## src/rtl/ppheavy_drive_seq_if.sv

```systemverilog
// Control and status bundle between the heavy-pump on-timer and the drive sequencer.
// master: on-timer side (drives enable/start); slave: sequencer side (drives status).
// All signals are synchronous to clk_10k.
interface ppheavy_drive_seq_if;
    logic       enable;
    logic       start;
    logic       drive;
    logic       busy;
    logic [3:0] pulse_cnt;
    logic       done;
    logic       overrun;

    modport master (
        output enable,
        output start,
        input  drive,
        input  busy,
        input  pulse_cnt,
        input  done,
        input  overrun
    );

    modport slave (
        input  enable,
        input  start,
        output drive,
        output busy,
        output pulse_cnt,
        output done,
        output overrun
    );
endinterface

```

## src/rtl/ppheavy_drive_seq.sv

```systemverilog
// Turns accepted start strobes into fixed-width pump drive pulses, each followed by an off-time guard.
// Latency: drive rises on the accepting edge; done/pulse_cnt update on the edge drive falls.
// No backpressure: strobes arriving during a pulse or guard are dropped and flagged as overrun.
module ppheavy_drive_seq #(
    parameter int ON_CYCLES      = 8,
    parameter int GUARD_CYCLES   = 4,
    parameter int PULSES_PER_SEQ = 2
) (
    input logic                clk_10k,
    input logic                rst_n,
    ppheavy_drive_seq_if.slave bus
);

    // The shared timer is loaded with N-1 and runs down to 0, so a phase spans exactly N edges.
    localparam logic [5:0] ON_LOAD    = 6'(ON_CYCLES - 1);
    localparam logic [5:0] GUARD_LOAD = 6'(GUARD_CYCLES - 1);
    // Count value on which the next completed pulse closes the sequence.
    localparam logic [3:0] SEQ_LAST   = 4'(PULSES_PER_SEQ - 1);

    typedef enum logic [1:0] {
        IDLE  = 2'd0,
        DRIVE = 2'd1,
        GUARD = 2'd2
    } state_t;

    state_t     state;
    logic [5:0] timer;
    logic       drive_q;
    logic       busy_q;
    logic [3:0] cnt_q;
    logic       done_q;
    logic       overrun_q;

    // Sequencer FSM with all outputs registered; enable low wins over everything else.
    always_ff @(posedge clk_10k or negedge rst_n) begin
        if (!rst_n) begin
            state     <= IDLE;
            timer     <= 6'd0;
            drive_q   <= 1'b0;
            busy_q    <= 1'b0;
            cnt_q     <= 4'd0;
            done_q    <= 1'b0;
            overrun_q <= 1'b0;
        end else begin
            done_q <= 1'b0;
            if (!bus.enable) begin
                state     <= IDLE;
                timer     <= 6'd0;
                drive_q   <= 1'b0;
                busy_q    <= 1'b0;
                cnt_q     <= 4'd0;
                overrun_q <= 1'b0;
            end else begin
                case (state)
                    IDLE: begin
                        if (bus.start) begin
                            state   <= DRIVE;
                            timer   <= ON_LOAD;
                            drive_q <= 1'b1;
                            busy_q  <= 1'b1;
                        end
                    end

                    DRIVE: begin
                        // Strobes during the pulse never retrigger or stretch it.
                        if (bus.start) begin
                            overrun_q <= 1'b1;
                        end
                        if (timer == 6'd0) begin
                            state   <= GUARD;
                            timer   <= GUARD_LOAD;
                            drive_q <= 1'b0;
                            if (cnt_q == SEQ_LAST) begin
                                cnt_q  <= 4'd0;
                                done_q <= 1'b1;
                            end else begin
                                cnt_q <= cnt_q + 4'd1;
                            end
                        end else begin
                            timer <= timer - 6'd1;
                        end
                    end

                    GUARD: begin
                        if (timer == 6'd0) begin
                            // Guard has fully elapsed on this edge, so a strobe here
                            // starts the next pulse directly (edge k+ON+GUARD).
                            if (bus.start) begin
                                state   <= DRIVE;
                                timer   <= ON_LOAD;
                                drive_q <= 1'b1;
                            end else begin
                                state  <= IDLE;
                                busy_q <= 1'b0;
                            end
                        end else begin
                            timer <= timer - 6'd1;
                            if (bus.start) begin
                                overrun_q <= 1'b1;
                            end
                        end
                    end

                    default: begin
                        state   <= IDLE;
                        timer   <= 6'd0;
                        drive_q <= 1'b0;
                        busy_q  <= 1'b0;
                    end
                endcase
            end
        end
    end

    assign bus.drive     = drive_q;
    assign bus.busy      = busy_q;
    assign bus.pulse_cnt = cnt_q;
    assign bus.done      = done_q;
    assign bus.overrun   = overrun_q;

endmodule
```

## src/flat_wrapper.sv

```systemverilog
// flat-port wrapper written by rule: the top's interface ports become plain ports
module ppheavy_drive_seq_flat 
#(
    parameter int ON_CYCLES      = 8,
    parameter int GUARD_CYCLES   = 4,
    parameter int PULSES_PER_SEQ = 2
)
  (clk_10k, rst_n, bus_enable, bus_start, bus_drive, bus_busy, bus_pulse_cnt, bus_done, bus_overrun);
  ppheavy_drive_seq_if bus_i ();
  input logic clk_10k;
  input logic rst_n;
  input wire logic [$bits(bus_i.enable)-1:0] bus_enable;
  input wire logic [$bits(bus_i.start)-1:0] bus_start;
  output wire logic [$bits(bus_i.drive)-1:0] bus_drive;
  output wire logic [$bits(bus_i.busy)-1:0] bus_busy;
  output wire logic [$bits(bus_i.pulse_cnt)-1:0] bus_pulse_cnt;
  output wire logic [$bits(bus_i.done)-1:0] bus_done;
  output wire logic [$bits(bus_i.overrun)-1:0] bus_overrun;
  assign bus_i.enable = bus_enable;
  assign bus_i.start = bus_start;
  assign bus_drive = bus_i.drive;
  assign bus_busy = bus_i.busy;
  assign bus_pulse_cnt = bus_i.pulse_cnt;
  assign bus_done = bus_i.done;
  assign bus_overrun = bus_i.overrun;
  ppheavy_drive_seq #(.ON_CYCLES(ON_CYCLES), .GUARD_CYCLES(GUARD_CYCLES), .PULSES_PER_SEQ(PULSES_PER_SEQ)) u_core (.clk_10k(clk_10k), .rst_n(rst_n), .bus(bus_i));
endmodule
```

## config.mk

```make
export PLATFORM = sky130hd
export DESIGN_NAME = ppheavy_drive_seq_flat
export DESIGN_NICKNAME = d
export VERILOG_FILES = /design/src/rtl/ppheavy_drive_seq_if.sv /design/src/rtl/ppheavy_drive_seq.sv /design/src/flat_wrapper.sv
export SDC_FILE = /design/constraint.sdc
export NUM_CORES = 1
export LEC_CHECK = 0
export CORE_ASPECT_RATIO = 1.1
export CORE_MARGIN = 2
export CORE_UTILIZATION = 57
export DETAILED_ROUTE_END_ITERATION = 6
export PLACE_DENSITY_LB_ADDON = 0.05
export SYNTH_ARGS = -nofsm -noshare
export SYNTH_HDL_FRONTEND = slang
export SYNTH_SLANG_ARGS = --single-unit
export TNS_END_PERCENT = 1
```

## constraint.sdc

```tcl
create_clock -name clk_10k -period 3 [get_ports clk_10k]
set_clock_uncertainty 0.15 [all_clocks]
set_input_delay 0.45 -clock clk_10k [delete_from_list [all_inputs] [get_ports clk_10k]]
set_output_delay 0.45 -clock clk_10k [all_outputs]
set_load 0.02 [all_outputs]
```

== Yosys cells after proc, flatten, opt, wreduce, memory -nomap -nowiden ==
Index checks and enable logic that the tools add are counted.
Operators by class
  $add $sub $neg: 2
  equality and inequality tests: 12
  mux-type cells: 33
  reduce and logical (&&, ||, !) cells: 7
Operators by type and width (number)
  $mux W6: 4
  $pmux W6 S3: 1
  $mux W1: 16
  $mux W4: 4
  $ne A3 B3 Y1 const B: 3
  $mux W2: 4
  $logic_not A6 Y1: 1
  $ne A3 B2 Y1 const B: 2
  $pmux W1 S3: 2
  $pmux W2 S3: 1
  $reduce_and A2 Y1: 3
  $sub A6 B1 Y6 const B: 1
  $add A4 B1 Y4 const B: 1
  $eq A4 B1 Y1 const B: 1
  $ne A2 B1 Y1 const B: 2
  $reduce_and A4 Y1: 1
  $ne A3 B1 Y1 const B: 1
  $reduce_and A3 Y1: 1
  $eq A2 B1 Y1 const B: 1
  $eq A2 B2 Y1 const B: 1
  $logic_not A2 Y1: 1
  $ne A2 B2 Y1 const B: 1
  $pmux W1 S2: 1
Word-level totals
  bits in registers: 16
  bits of input ports: 4
  word-level logic and storage cells: 61

== Longest topological paths before layout ==
  word-level depth: 5
  mapped depth: 6
  gate-level depth less buffers: 6

== Worst setup path after synthesis ==
Ideal clock, no wire load.
  path kind: register to register
  start point: register u_core.timer[0]
  end point: register u_core.cnt_q[1] (netlist: u_core.bus.pulse_cnt[1])
  setup time: 80 ps
  arrival: 1590 ps
  required time: 2770 ps
  setup slack: 1180 ps
  stages on the path, launching flop included: 7
  buffers on the path: 0
  period minus slack after synthesis: 1820 ps
  path through: dfrtp_1 -> inv_1 -> ha_1 -> nor2b_1 -> nand3_2 -> or3_1 -> a21oi_1
On the way
  cells in the longest elaborated chain, start to end: 3
Ends and longest elaborated chain
  start, declared: line ppheavy_drive_seq.sv:27  | logic [5:0] timer;
  start signal, assigned: line ppheavy_drive_seq.sv:80  | timer <= timer - 6'd1;
  start signal, assigned: line ppheavy_drive_seq.sv:97  | timer <= timer - 6'd1;
  $logic_not A6 Y1: line ppheavy_drive_seq.sv:69  | if (timer == 6'd0) begin
  $ne A2 B1 Y1 (no source line)
  $reduce_and A2 Y1 (no source line)
  end signal, assigned: line ppheavy_drive_seq.sv:77  | cnt_q <= cnt_q + 4'd1;
  end, declared: line ppheavy_drive_seq.sv:30  | logic [3:0] cnt_q;
No other way between the ends.
A chain may end at the register's enable or synchronous reset.

== Final worst setup path ==
  start point: register u_core.timer[0]
  end point: register u_core.timer[0]
On the way
  cells in the longest elaborated chain, start to end: 4
  elaborated cells on any way between the ends: 7
  those cells by class: add/sub (1); mux (5); reduce/logical (1)
Ends and longest elaborated chain
  $sub A6 B1 Y6, or another cell as far along: line ppheavy_drive_seq.sv:80, ppheavy_drive_seq.sv:97
  $mux W6, on equally long branches: line ppheavy_drive_seq.sv:85, ppheavy_drive_seq.sv:69
  $pmux W6 S3 *: line ppheavy_drive_seq.sv:54  | case (state)
  $mux W6 *: line ppheavy_drive_seq.sv:46  | if (!bus.enable) begin
Every way passes the cells marked *; elsewhere a longest branch is shown, timed or not.

==> results.toml <==
[detailed_routing]
top_layer_used = "met4"
drt-total-wl_mm = 2.11
via_per_inst = 6.30
wl_met3_um = 66
drt_pre_antenna_iters = 4
drc = 0
postRouteAntennaNets = 0
wl_per_cell_um = 16.2
met2_length_um = 992
drt-initial-drc-count = 12
drt-met1-wl_mm = 1.01
num_vias = 819

[timing]
finalCriticalPeriod_ns = 2.02
rsz0062_at_grt = "no"
setup_tns_ns = 0
fin_crit_sh_pct = 67.4
relSlewSlack_pct = 50.9
setup_viol = 0
hold_viol_final = 0
maxSlewViolCount = 0
tightest_slew_ns = 0.735
fin_ws_ns = 0.977
max_freq_mhz = 494

[synth]
synth_edf_count = 0
async_reset_ff_share_pct = 100
ys_warn_count = 0
netlist_instances = 103
postSynthAreaPerCell_sq_um = 9.46
yosysMostFrequentCell = "dfrtp_1"
synth.distinct_cells = 41
seq_area_frac_synth_pct = 41.1
synth_ff_type = "dfrtp_1"
syn_area_sq_um = 975
synth_largest_area_cell = "dfrtp_1"
yosys-top-cells-area = "dfrtp_1, a21oi_1, ha_1"
yosys-top-cells-count = "dfrtp_1, a21oi_1, nor2_1, nand2_1, o21ai_0"
synth_top_area_share_pct = 41.1
syn-num-nets = 111
synth-seq-cells = 16

[worst_setup_path]
path_depth = 6
max_stage_delay_ns = 0.43
critPathSlowestCell = "dfrtp_1"
path_delay_family = "simple AND/OR/NAND/NOR gates"
ff2ff_setup_slack_ns = 0.98
worstPathRequired_ns = 3.05
criticalPathCategory = "flop to flop"
path_buf_inv = 1
endpoint_kind = "flop"
reg2reg_from = "u_core.timer[0]"
r2r-end = "u_core.timer[0]"
critPathMaxFanout = 9
worstPathCellList = "inv_1, ha_1, nor2b_1, nand2_2, a21o_1, a221oi_2"
crit_arrival_ns = 2.07
reg2reg_depth = 6
crit_path_end = "u_core.timer[0]"
start_kind = "flop"
startpoint = "u_core.timer[0]"

[floorplan]
chipWidth_um = 43.4
die_h_um = 47.4
ioPinCount = 12
dieArea_sq_mm = 0.00206
initial_core_util_pct = 61.1
fp.coreArea_sq_mm = 0.00160
core.rowCount = 15

[placement]
dp_hpwl_mm = 1.42
io_buffers = 11
gp_congestion = 0.869
place_ws_ns = 0.876

[cells_and_area]
area_growth_syn_to_layout_pct = 13.5
layout-drive-gt1-share_pct = 11.5
nFillCells = 132
final_nets = 123
antenna_cells = 0
post-route-util_pct = 69.3

[global_route]
grt_max_degree = 17
grt_pass1_vias = 760
grt-ovfl-total = 0
grt_pass1_wl_mm = 3.46
track_usage_pct = 23.2
antenna_found_initial = 0

[power]
leakagePower_nw = 0.489
p_per_area_mw_per_mm2 = 542
peakVddDrop_v = 0.000281

[flow_run]
maxCapViolations = 0

[worst_hold_path]
hp-class = "flop to flop"

[clocking]
htreeDepth = 1
cts.path.max_buffers = 2
cts_setup_buffers = 0
cts-root-buf = "clkbuf_4"
numCtsBuffers = 3
clock_sinks = 16
path_clk_slew_ns = 0.09
cts_resized = 0
cts_tree = "built"
hold_buffers = 0
insertion_delay_ns = 0.29

[outcome]
outcome = "completed"
[power breakdown]
part | switching, mW | total [mW] | internal [mW]
logic | 0.116 | 0.207 | 0.0911
clock network | 0.0656 | 0.112 | 0.0466
registers | 0.0424 | 0.280 | 0.238
total | 0.224 | 0.600 | 0.375
[stage by stage]
step | power (mW) | std cells | cell area (sq um) | hold slack [ns]
after floorplan | 0.435 | 103 | 975 | 0.00441
after global placement | 0.484 | 127 | 1080 | 0.374
after detailed placement | 0.488 | 127 | 1080 | 0.373
after CTS | 0.605 | 130 | 1110 | 0.396
after global routing | 0.638 | 130 | 1110 | 0.450
final | 0.600 | 130 | 1110 | 0.392
[routing by layer]
layer	GRT usage, %	vias up
li1	-	401
met1	29.1	402
met2	37.9	12
met3	5.00	4
met4	12.7	0
met5	0	-
[cells in the final DEF (no fill, tap or decap), drive strengths merged]
cell type / synthesis / layout
a311oi: 1 / 1
or4: 1 / 1
a21oi: 11 / 11
nor3b: 3 / 3
nor4: 3 / 3
a211oi: 2 / 2
a221oi: 1 / 1
clkbuf: 3 / 3
o31ai: 1 / 1
nor3: 2 / 2
clkdlybuf4s50: 0 / 11
inv: 3 / 3
a31o: 1 / 1
clkinv: 1 / 1
or3: 4 / 4
nor4b: 1 / 1
a31oi: 1 / 1
o211ai: 1 / 1
a21o: 5 / 5
nand3b: 1 / 1
and3: 1 / 1
nand2b: 1 / 1
o21ai: 6 / 6
or2: 1 / 1
nand4: 2 / 2
nand3: 1 / 1
nor2: 7 / 7
nand2: 7 / 7
nor2b: 4 / 4
xor2: 2 / 2
o21bai: 1 / 1
o2bb2ai: 1 / 1
o311a: 1 / 1
ha: 4 / 4
mux2i: 1 / 1
dfrtp: 16 / 16
[logic make-up (layout without fill, tap and decap cells)]
group           count (synthesis)  count (layout)  synth area share (%)
flops                          16              16                  41.1
compound gates                 33              33                  23.0
simple gates                   39              39                  24.1
xor+xnor                        2               2                  1.80
buf+inv                         8              18                  3.85
fa+ha+maj                       4               4                  5.13
mux                             1               1                  1.03
[registers in the layout (all words and copies together), names as in the netlist]
signal and count:
u_core.state 2, u_core.timer 6, u_core.bus.drive 1, u_core.bus.busy 1
u_core.bus.done 1, u_core.bus.pulse_cnt 4, u_core.bus.overrun 1
[how the worst min path moves through the flow]
stage	start	end	slack, ns	depth (start not counted)
global route	u_core.timer[5]	u_core.timer[5]	0.45	1
CTS	u_core.timer[5]	u_core.timer[5]	0.40	1
finish	u_core.timer[5]	u_core.timer[5]	0.39	1
global placement	u_core.timer[5]	u_core.timer[5]	0.37	1
detailed placement	u_core.timer[5]	u_core.timer[5]	0.37	1
floorplan	rst_n	u_core.bus.busy	0.004	0
[layout make-up]
class	instances	area, sq um	share of cell area [%]
Clock buffer	3	22.5	2.04
Timing Repair Buffer	11	110	9.95
Inverter	4	15.0	1.36
Tap cell	17	21.3	1.92
Multi-Input combinational cell	79	537	48.5
Sequential cell	16	400	36.2
No activity file was read; power rests on OpenSTA's default activity.
